[src/rtl/ice_step_controller.sv]
// Step sequencer for the ice_risc_rv core: single step, free run and run-to-breakpoint,
// producing a one-cycle step enable plus step count and state code for the debug display.
module ice_step_controller #(
  parameter int unsigned RUN_DIV   = 10000000,
  parameter int unsigned DIV_WIDTH = 24,
  parameter int unsigned CNT_WIDTH = 16
) (
  input  logic                 iwClk,
  input  logic                 iwnRst,
  input  logic                 iwKey,
  input  logic [1:0]           iwMode,
  input  logic [31:0]          iwPc,
  input  logic [31:0]          iwBpAddr,
  output logic                 owStepEn,
  output logic                 owRunning,
  output logic                 owBpHit,
  output logic [CNT_WIDTH-1:0] owStepCount,
  output logic [1:0]           owState
);

  typedef enum logic [1:0] {
    StIdle  = 2'b00,
    StStep  = 2'b01,
    StRun   = 2'b10,
    StBreak = 2'b11
  } state_e;

  localparam logic [1:0] ModeStep  = 2'b00;
  localparam logic [1:0] ModeRun   = 2'b01;
  localparam logic [1:0] ModeBreak = 2'b10;
  localparam logic [1:0] ModeHalt  = 2'b11;

  localparam logic [DIV_WIDTH-1:0] DivLast = DIV_WIDTH'(RUN_DIV - 1);

  state_e               state_q, state_d;
  logic [DIV_WIDTH-1:0] div_q, div_d;
  logic [CNT_WIDTH-1:0] count_q, count_d;
  logic                 skip_q, skip_d;
  logic                 step_en_q, step_en_d;
  logic                 key_prev_q;

  logic key_rise;
  logic mode_stop;
  logic bp_match;

  assign key_rise  = iwKey & ~key_prev_q;
  assign mode_stop = (iwMode == ModeStep) || (iwMode == ModeHalt);
  assign bp_match  = (iwMode == ModeBreak) && !skip_q && (iwPc == iwBpAddr);

  always_comb begin
    state_d   = state_q;
    div_d     = div_q;
    count_d   = count_q;
    skip_d    = skip_q;
    step_en_d = 1'b0;

    unique case (state_q)
      StIdle: begin
        if (key_rise) begin
          if (iwMode == ModeStep) begin
            state_d = StStep;
          end else if ((iwMode == ModeRun) || (iwMode == ModeBreak)) begin
            state_d = StRun;
            div_d   = '0;
            skip_d  = 1'b1;
          end
        end
      end

      StStep: begin
        step_en_d = 1'b1;
        count_d   = count_q + CNT_WIDTH'(1);
        state_d   = StIdle;
      end

      StRun: begin
        if (key_rise || mode_stop) begin
          state_d = StIdle;
          div_d   = '0;
        end else if (div_q == DivLast) begin
          div_d = '0;
          // Check happens before the pulse, so the breakpoint instruction has not run yet.
          if (bp_match) begin
            state_d = StBreak;
          end else begin
            step_en_d = 1'b1;
            count_d   = count_q + CNT_WIDTH'(1);
            skip_d    = 1'b0;
          end
        end else begin
          div_d = div_q + DIV_WIDTH'(1);
        end
      end

      StBreak: begin
        if (mode_stop) begin
          state_d = StIdle;
        end else if (key_rise) begin
          // Skip lets the first resumed step execute the instruction at the breakpoint.
          state_d = StRun;
          div_d   = '0;
          skip_d  = 1'b1;
        end
      end

      default: state_d = StIdle;
    endcase
  end

  always_ff @(posedge iwClk or negedge iwnRst) begin
    if (!iwnRst) begin
      state_q    <= StIdle;
      div_q      <= '0;
      count_q    <= '0;
      skip_q     <= 1'b0;
      step_en_q  <= 1'b0;
      key_prev_q <= 1'b1;
    end else begin
      state_q    <= state_d;
      div_q      <= div_d;
      count_q    <= count_d;
      skip_q     <= skip_d;
      step_en_q  <= step_en_d;
      key_prev_q <= iwKey;
    end
  end

  assign owStepEn    = step_en_q;
  assign owRunning   = (state_q == StRun);
  assign owBpHit     = (state_q == StBreak);
  assign owStepCount = count_q;
  assign owState     = state_q;

endmodule

[config.mk]
export PLATFORM = sky130hd
export DESIGN_NAME = ice_step_controller
export DESIGN_NICKNAME = d
export VERILOG_FILES = /design/src/rtl/ice_step_controller.sv
export SDC_FILE = /design/constraint.sdc
export NUM_CORES = 1
export LEC_CHECK = 0
export ABC_AREA = 1
export ABC_CLOCK_PERIOD_IN_PS = 3300
export CORE_ASPECT_RATIO = 1.25
export CORE_MARGIN = 1.5
export CORE_UTILIZATION = 55
export CTS_CLUSTER_SIZE = 25
export DETAILED_ROUTE_END_ITERATION = 16
export PLACE_DENSITY = 0.95
export SYNTH_ARGS = -nofsm -noshare
export SYNTH_HDL_FRONTEND = slang
export SYNTH_SLANG_ARGS = --single-unit
[constraint.sdc]
create_clock -name iwClk -period 3.3 [get_ports iwClk]
set_input_delay 0.825 -clock iwClk [delete_from_list [all_inputs] [get_ports iwClk]]
set_output_delay 0.825 -clock iwClk [all_outputs]
set_load 0.01 [all_outputs]
# Word-level counts from Yosys, hierarchy flattened
# Cells that the tools add are included.
[totals] output_inout_bits=21 elab_cells=78 input_bits=69 reg_bits=45
[op_classes] reduce_logical=14 n_eq_ne=20 mux=34 n_bitwise=2 n_addsub=2
[ops] operator="$mux 24" n=7
[ops] operator="$pmux 24 s3" n=1
[ops] operator="$mux 16" n=3
[ops] operator="$eq 32x32->1" n=1
[ops] operator="$pmux 16 s2" n=1
[ops] operator="$add 24x1->24 const B" n=1
[ops] operator="$eq 24x24->1 const B" n=1
[ops] operator="$add 16x1->16 const B" n=1
[ops] operator="$mux 2" n=8
[ops] operator="$ne 2x2->1 const B" n=6
[ops] operator="$mux 1" n=11
[ops] operator="$ne 3x1->1 const B" n=3
[ops] operator="$reduce_and 9->1" n=1
[ops] operator="$eq 2x2->1 const B" n=4
[ops] operator="$pmux 2 s4" n=1
[ops] operator="$reduce_and 6->1" n=1
[ops] operator="$reduce_and 5->1" n=1
[ops] operator="$eq 2x1->1 const B" n=2
[ops] operator="$logic_not 2->1" n=2
[ops] operator="$ne 2x1->1 const B" n=2
[ops] operator="$reduce_and 4->1" n=1
[ops] operator="$logic_or 1x1->1" n=3
[ops] operator="$ne 3x3->1 const B" n=1
[ops] operator="$pmux 1 s3" n=1
[ops] operator="other kinds (7)" n=8

# Logic depth before layout (Yosys ltp)
[logic_depth] depth_word=7 depth_mapped=13

# Worst setup path before layout
# OpenSTA, ideal clock, no wires.
[synth_path] kind="input to register" startpoint="in iwMode[0]" endpoint="reg div_q[15]" arrival_time_ps=2190 stages=11 slack_ps=978 path_cell_list="inv_1 -> ha_1 -> nand3_1 -> o21ai_0 -> nand3_1 -> inv_1 -> buf_2 -> buf_2 -> nand4_1 -> nand2_1 -> nor2_1"
[synth_via] elab_chain_len=5 elab_cells_between_ends=13
[synth_lines] element="start, declared" line_no="11" source="input logic [1:0] iwMode,"
[synth_lines] element="$eq 2x2->1 or $logic_not 2->1 (tied branches)" line_no="47, 60"
[synth_lines] element="$logic_or 1x1->1" line_no="47" source="assign mode_stop = (iwMode == ModeStep) || (iwMode == ModeHalt);"
[synth_lines] element="$logic_or 1x1->1" line_no="77" source="if (key_rise || mode_stop) begin"
[synth_lines] element="$mux 24" line_no="77"
[synth_lines] element="$pmux 24 s3" line_no="57" source="unique case (state_q)"
[synth_lines] element="end signal, assigned" line_no="120" source="div_q <= div_d;"
[synth_lines] element="end, declared" line_no="36" source="logic [DIV_WIDTH-1:0] div_q, div_d;"
# Parallel ways exist; a longest one is shown, timed or not.
# A chain may end at the register's enable or synchronous reset.

# Final worst setup path
[layout_path] startpoint="in iwMode[1]" endpoint="reg div_q[20]"
# Same word-level chain as after synthesis.

==> summary.md <==
| Metric | Value |
|---|---|
| Antenna Violating Nets Remaining | `0` |
| CP max FO | `13` |
| First-pass GRT wire length | `17,500 um` |
| Largest cells by area after synthesis | `dfrtp_1 (29%), nand2_1 (21%), inv_1 (11%)` |
| RSZ-0062 raised after global routing | `false` |
| Combinational power share | `50.5%` |
| Least-Margin Pin Slew | `0.993 ns` |
| Number of antenna violations at the first check in global routing | `0` |
| Worst slack, placed | `0.279 ns` |
| Max cap viols | `0` |
| Final period utilization | `82.1%` |
| Input/output buffers | `89` |
| DR WL/cell | `13.1 um` |
| CP Data Required Time | `3.53 ns` |
| Synth unique cells | `34` |
| Run status | `completed` |
| Internal power | `1180 uW` |
| Post-CTS Setup Bufs | `0` |
| Seq cells post-synth | `45` |
| Hold Buf Count CTS | `0` |
| Total gr overflow | `0` |
| CP startpoint kind | `input pin` |
| Vias in the first global route | `4,079` |
| Chip height | `95.1 um` |
| Post-synthesis cell area | `3730 um2` |
| Clk_skew | `0.0113 ns` |
| Average vias per placed instance | `5.20` |
| CTS tree | `built` |
| Pleak | `0.00246 uW` |
| Fin worst setup slack | `0.589 ns` |
| Worst vdd ir | `384 uV` |
| I/O pin total | `90` |
| Sequential share of the synthesized area | `30.2%` |
| Synth-to-layout area growth | `28.9%` |
| Num rows | `33` |
| Part of the power in registers | `32.2%` |
| Drt first pass iters | `5` |
| Synthesized Nets | `685` |
| Pin count of the biggest net entering global routing | `46` |
| Fmax | `369 MHz` |
| Clk sinks | `45` |
| Worst skew pair latency | `0.31 ns` |
| Synthesized instance count | `606` |
| Area share of the largest cell type after synthesis | `29.5%` |
| Async set or reset register ratio after synthesis | `100%` |
| Core area | `6570 um2` |
| Area leader, netlist | `dfrtp_1` |
| Count leader, synth | `nand2_1` |
| Final min period | `2.71 ns` |
| Routed vias | `4,100` |
| Mean post-synth cell area | `6.16 um2` |
| Worst min path class | `register to register` |
| DP HPWL | `8180 um` |
| Setup violators final | `0` |
| Crit path DAT | `2.94 ns` |
| Fraction of layout cells with a size suffix above 1 | `3.28%` |
| Die area | `7300 um2` |
| # DRC | `0` |
| Final Hold Viols | `0` |
| Die X | `76.7 um` |
| Fin. max-slew vios | `0` |
| Commonest cells in the synthesized netlist | `nand2_1 (211), inv_1 (107), nor2_1 (75)` |
| Kind of critical path | `input pin to register` |
| Top FF cell, synth | `dfrtp_1` |
| Final setup TNS | `0 ns` |
| 1st-iter DRT viols | `247` |
| Sw Pwr | `921 uW` |
| Ys Warns | `0` |
| Pwr dens | `437 nW/um2` |
| CTS buffer count | `5` |
| # nets final | `779` |
| Ant. Diodes | `0` |
| Sw Ratio | `43.8%` |
| Worst setup EP type | `register` |
| CTS H-tree depth | `2` |
| CTS Buffer Depth | `2` |
| Clock power share | `17.3%` |
| Gr usage total | `30.0%` |
| Post_cts resized | `0` |
| Worst-path clk slew | `0.10 ns` |
| Clk root buf | `clkbuf_8` |
| Number of enable flip-flop cells after synthesis | `0` |
| Routability-driven placement congestion ratio | `0.956` |
| Initial Util | `56.9%` |
| Total Wirelength | `10,300 um` |
| Slew margin rel. | `33.8%` |
[routing by layer]
layer  up-vias  global-route usage (%)  routed length [um]
met5         -                       0                   0
met4         0                    15.0                 339
met3        33                    4.31                 535
met2       127                    57.7                5410
met1      1873                    32.0                4020
li1       2067                       -                   -
[worst max-delay path, cell delays in order]
cell	delay (ns)
clkdlybuf4s50_1	0.51
inv_1	0.06
ha_1	0.30
nand3_1	0.08
o21ai_0	0.07
nand3_1	0.24
inv_1	0.28
buf_4	0.24
nand2_1	0.09
nand2_1	0.06
nor3b_1	0.19
[cell families (layout without fill, tap and decap cells)]
logic type / count (synthesis) / after routing / share of synthesized area, %
compound gates: 28 / 28 / 4.62
xor+xnor: 24 / 24 / 5.63
simple gates: 385 / 385 / 44.3
flops: 45 / 45 / 30.2
fa+ha+maj: 10 / 10 / 3.35
buf+inv: 114 / 209 / 12.0
[through the flow]
| step | utilization, % | hold slack, ns | cells | area (um2) | power [uW] |
|---|---|---|---|---|---|
| CTS | 73.4 | 0.495 | 788 | 4820 | 2110 |
| floorplan | - | 0.442 | 606 | 3730 | 1360 |
| global route | 73.4 | 0.533 | 788 | 4820 | 2260 |
| detailed placement | 71.9 | 0.473 | 780 | 4720 | 1740 |
| finish | 73.4 | 0.503 | 788 | 4820 | 2100 |
| global placement | 71.9 | 0.456 | 780 | 4720 | 1680 |
[worst paths after layout]
check	slack, ns	startpoint	cells past startpoint	end
worst min-delay path	0.50	skip_q$_DFFE_PN0P_	2	skip_q$_DFFE_PN0P_
worst max-delay path	0.59	iwMode[1]	11	div_q[20]$_DFFE_PN0P_
worst min register to register	0.50	skip_q$_DFFE_PN0P_	2	skip_q$_DFFE_PN0P_
worst max register to register	1.04	owState[0]$_DFFE_PN0P_	8	div_q[20]$_DFFE_PN0P_
max in group asynchronous	2.01	iwnRst	1	div_q[4]$_DFFE_PN0P_
min in group asynchronous	0.66	iwnRst	1	owStepCount[14]$_DFFE_PN0P_
[placed cells by master (no fill, tap or decap), types with 8 or more instances in the layout]
cell type	n
nand4_1	24
nand2_1	211
o21ai_0	8
nor3_1	14
xor2_1	12
clkdlybuf4s50_1	88
dfrtp_1	44
nand3_1	43
ha_1	10
nor2_1	75
inv_1	107
xnor2_1	12
a21oi_1	11
[registers in the layout, summed over array words and instances (netlist names)]
register and flops:
div_q 24, owStepEn 1, owState 2, owStepCount 16, key_prev_q 1, skip_q 1
[final cells by class]
class	instances	area, um2
Clock buffer	5	68.8
Clock inverter	3	25.0
Fill cell	515	1750
Inverter	107	402
Multi-Input combinational cell	447	2160
Sequential cell	45	1130
Tap cell	87	109
Timing Repair Buffer	94	923
[power by group through the flow]
stage | combinational [uW] | sequential, uW | clock [uW]
after floorplan | 661 | 695 | 0
after global placement | 997 | 684 | 0
after detailed placement | 1050 | 687 | 0
after CTS | 1060 | 676 | 378
after global routing | 1170 | 688 | 397
final | 1060 | 677 | 363
No activity file was read; power rests on OpenSTA's default activity.
